[src/rtl/serial_subtractor_8bit.sv]
// Bit-serial subtractor: r = a - b - borrow_in, one bit per clock, LSB first.
// start/busy/done handshake; results and flags update only on completion.
module serial_subtractor_8bit #(
    parameter int WIDTH = 8
) (
    input  logic             clk,
    input  logic             rst,
    input  logic             start,
    input  logic [WIDTH-1:0] a,
    input  logic [WIDTH-1:0] b,
    input  logic             borrow_in,
    output logic             busy,
    output logic             done,
    output logic [WIDTH-1:0] r,
    output logic             borrow_out,
    output logic             zero,
    output logic             overflow
);

    localparam int CW = $clog2(WIDTH);

    typedef enum logic [1:0] {
        IDLE = 2'd0,
        RUN  = 2'd1,
        DONE = 2'd2
    } state_t;

    state_t           state;
    logic [WIDTH-1:0] a_sh;
    logic [WIDTH-1:0] b_sh;
    logic [WIDTH-1:0] acc;
    logic [CW-1:0]    cnt;
    logic             brw;

    logic             diff;
    logic             brw_nxt;
    logic             last;
    logic [WIDTH-1:0] res;

    // a_sh/b_sh shift right, so bit 0 is always the bit being processed
    always_comb begin
        diff    = a_sh[0] ^ b_sh[0] ^ brw;
        brw_nxt = (~a_sh[0] & b_sh[0]) | (~(a_sh[0] ^ b_sh[0]) & brw);
        last    = (cnt == CW'(WIDTH - 1));
        res     = {diff, acc[WIDTH-1:1]};
    end

    always_ff @(posedge clk or posedge rst) begin
        if (rst) begin
            state      <= IDLE;
            a_sh       <= '0;
            b_sh       <= '0;
            acc        <= '0;
            cnt        <= '0;
            brw        <= 1'b0;
            busy       <= 1'b0;
            done       <= 1'b0;
            r          <= '0;
            borrow_out <= 1'b0;
            zero       <= 1'b0;
            overflow   <= 1'b0;
        end else begin
            unique case (state)
                IDLE, DONE: begin
                    done <= 1'b0;
                    if (start) begin
                        state <= RUN;
                        busy  <= 1'b1;
                        a_sh  <= a;
                        b_sh  <= b;
                        brw   <= borrow_in;
                        cnt   <= '0;
                    end else begin
                        state <= IDLE;
                    end
                end
                RUN: begin
                    a_sh <= a_sh >> 1;
                    b_sh <= b_sh >> 1;
                    acc  <= res;
                    brw  <= brw_nxt;
                    cnt  <= cnt + 1'b1;
                    if (last) begin
                        // on the last bit a_sh[0]/b_sh[0] hold the operand MSBs
                        state      <= DONE;
                        busy       <= 1'b0;
                        done       <= 1'b1;
                        r          <= res;
                        borrow_out <= brw_nxt;
                        zero       <= (res == '0);
                        overflow   <= (a_sh[0] != b_sh[0]) && (diff != a_sh[0]);
                    end
                end
                default: begin
                    state <= IDLE;
                    busy  <= 1'b0;
                    done  <= 1'b0;
                end
            endcase
        end
    end

endmodule
[config.mk]
export PLATFORM = sky130hd
export DESIGN_NAME = serial_subtractor_8bit
export DESIGN_NICKNAME = d
export VERILOG_FILES = /design/src/rtl/serial_subtractor_8bit.sv
export SDC_FILE = /design/constraint.sdc
export NUM_CORES = 1
export LEC_CHECK = 0
export ABC_AREA = 1
export CORE_UTILIZATION = 56
export DETAILED_ROUTE_END_ITERATION = 12
export GPL_ROUTABILITY_DRIVEN = 0
export HOLD_SLACK_MARGIN = 0.12
export PLACE_DENSITY = 0.88
export SYNTH_ARGS = -nofsm -noshare
export SYNTH_HDL_FRONTEND = slang
export SYNTH_SLANG_ARGS = --single-unit
[constraint.sdc]
create_clock -name clk -period 3 [get_ports clk]
set_clock_uncertainty 0.1 [all_clocks]
set_input_delay 0.45 -clock clk [delete_from_list [all_inputs] [get_ports clk]]
set_output_delay 0.45 -clock clk [all_outputs]
set_load 0.02 [all_outputs]
==> metrics.md <==
| Metric | Value |
|---|---|
| DRT Pass-1 Iters | 4 |
| Layout area overhead | 19.1% |
| Area fraction in compound gates after synthesis | 7.42% |
| Die footprint | 3790 um^2 |
| Critical path class | reg -> out |
| Port bufs | 32 |
| Final hold vios | 0 |
| CTS Hold Bufs | 0 |
| Routed Antenna Nets | 0 |
| Post-Route Setup TNS | 0 ns |
| Post-Syn Instances | 240 |
| Pwr dens | 1050 nW/um^2 |
| Worst-Margin Slew | 0.490 ns |
| RSZ-0062 raised after global routing | no |
| Synth unique cells | 21 |
| Pleak | 0.00126 uW |
| Min Tclk post-route | 1.89 ns |
| Synth Area in Simple Gates | 25.5% |
| Final setup viols | 0 |
| Status | completed |
| Vias in the first global route | 1458 |
| Yosys reg bits | 41 |
| Pin count of the biggest net entering global routing | 42 |
| Synth Area in Adders | 2.89% |
| Initial Utilization | 59.2% |
| Htree depth | 2 |
| Crit-path cells | clkdlybuf4s50_1 |
| Hold Crit Start | a_sh[2] |
| Share of layout cells above drive strength 1 | 9.52% |
| Initial antenna violation count | 0 |
| Max Slew Vio Count | 0 |
| Clock tree sinks | 41 |
| Biggest cell delay along the critical path | 0.61 ns |
| Delay-heaviest family, CP | buffers and inverters |
| Diodes inserted | 0 |
| HPWL after detailed placement | 2330 um |
| Final WL | 3430 um |
| Endpoint class of the critical path | primary output |
| Drt via density | 4.73 |
| Largest family of logic cells by synthesized area | simple AND/OR/NAND/NOR gates |
| Core Util, Final | 70.4% |
| Cts bufs inserted | 5 |
| Worst setup SP type | flop |
| Worst VDD drop | 0.488 mV |
| Max-cap violations | 0 |
| XOR/XNOR share of the synthesized area | 0% |
| CTS root buffer | clkbuf_4 |
| CP max FO | 2 |
| Row count | 21 |
| Critical path required time | 2.45 ns |
| Hold depth | 2 |
| Highest achievable clock rate | 528 MHz |
| Worst r2r dst | r[6] |
| Worst Setup SP | r[0] |
| Worst r2r src | done |
| Fin crit share | 63.1% |
| Syn Area/Cell | 8.29 um^2 |
| Post-CTS setup repair buffer count | 0 |
| Core area | 3360 um^2 |
| Die width | 61.6 um |
| Global-route usage over all layers | 22.4% |
| Post-synthesis mux area share | 0% |
| Worst EP arrival | 1.34 ns |
| WHS Endpoint | a_sh[2] |
| Crit-path slowest cell | clkdlybuf4s50_1 |
| Worst min-delay path class | reg -> reg |
| Slew headroom | 67.3% |
| TritonCTS clock tree | built |
| Top Ports | 33 |
| Vias | 1508 |
| Avg WL per Cell | 10.8 um |
| Final Net Count | 296 |
| Reg2Reg Setup Slack | 1.28 ns |
| Syn Nets | 264 |
| Yosys warning count | 0 |
| Clock slew seen by the registers of the worst setup and hold paths | 0.12 ns |
| Buf/Inv on CP | 1 |
| R2R cell count | 6 |
| Die Y | 61.6 um |
| First-pass GRT wire length | 5980 um |
| Clk_lat worst skew | 0.36 ns |
| Detailed-route DRC error count | 0 |
| Fill count | 306 |
| Total grt overflow | 0 |
| Post_cts resized | 0 |
| Register area share after synthesis | 51.6% |
| Max Buffers Root-to-Sink | 2 |
| Synthesized area | 1990 um^2 |
| Iter 0 DRT Violations | 78 |
==> stage by stage <==
stage               power, uW  area [um^2]  instances  hold WS [ns]  setup WS (ns)
CTS                      2500         2370        319         0.395           1.07
floorplan                1910         1990        240         0.346           1.50
finish                   2480         2370        319         0.391           1.11
global placement         2140         2300        311         0.359           1.34
detailed placement       2190         2300        311         0.366           1.28
global route             2720         2370        319         0.416           1.02
==> synthesized netlist by cell type <==
cell type	n	area, um^2
a21oi_2	1	8.76
nand3_1	19	95.1
nor2_1	6	22.5
fa_1	1	20.0
buf_2	3	15.0
o21ai_0	11	55.1
inv_1	42	158
nand2_2	1	6.26
nand2_1	91	342
nand2_4	2	22.5
inv_2	1	3.75
buf_8	1	15.0
buf_6	3	33.8
nand2_8	1	20.0
ha_1	3	37.5
o21ai_2	9	78.8
inv_4	1	6.26
dfrtp_1	41	1030
buf_4	1	7.51
a21oi_1	1	5.00
inv_8	1	11.3
==> worst max-delay path by stage <==
stage / to / cells past startpoint
after CTS: r[0] / 1
after floorplan: a_sh[0] / 1
final: r[0] / 1
after global routing: r[0] / 1
after detailed placement: r[6] / 6
after global placement: a_sh[4] / 6
==> routing by layer <==
layer / track usage [%] / part of all wire (%) / routed length (um) / up-vias
met1: 24.6 / 45 / 1550 / 690
met2: 39.8 / 49 / 1700 / 29
met3: 7.77 / 4.0 / 138 / 5
met5: 0 / 0 / 0 / -
met4: 8.57 / 1.3 / 46 / 0
li1: - / - / - / 784
==> cells by family after synthesis <==
logic type	count (synthesis)
fa+ha+maj	4
buf+inv	53
simple gates	120
flops	41
compound gates	22
==> flip-flops by register name, summed over array words and instances, names as in the netlist <==
| register | flops |
|---|---|
| brw | 1 |
| acc | 7 |
| b_sh | 8 |
| overflow | 1 |
| state | 1 |
| r | 8 |
| done | 1 |
| a_sh | 8 |
| cnt | 3 |
| borrow_out | 1 |
| busy | 1 |
| zero | 1 |
==> report_power, final <==
group | internal, uW | switching [uW] | total [uW]
Sequential | 808 | 141 | 949
Combinational | 462 | 771 | 1230
Clock | 114 | 183 | 297
Total | 1380 | 1090 | 2480
==> area by class of cell <==
type	count	area (um^2)	share of cell area, %
Clock inverter	2	13.8	0.581
Sequential cell	41	1030	43.3
Timing Repair Buffer	33	328	13.8
Clock buffer	6	51.3	2.17
Multi-Input combinational cell	146	713	30.1
Tap cell	46	57.6	2.43
Inverter	45	179	7.55
==> cells in the final DEF (no fill, tap or decap) <==
cell type / count
clkinv_4: 1
nand2_8: 1
buf_4: 1
ha_1: 3
clkdlybuf4s50_1: 32
inv_8: 1
nand3_1: 19
fa_1: 1
nand2_4: 2
clkbuf_4: 5
inv_4: 1
a21oi_1: 1
nand2_1: 91
nor2_1: 6
clkinv_2: 1
o21ai_0: 11
nand2_2: 1
dfrtp_1: 41
inv_2: 1
o21ai_2: 9
inv_1: 42
clkbuf_8: 1
a21oi_2: 1
(Power assumes the default switching activity.)
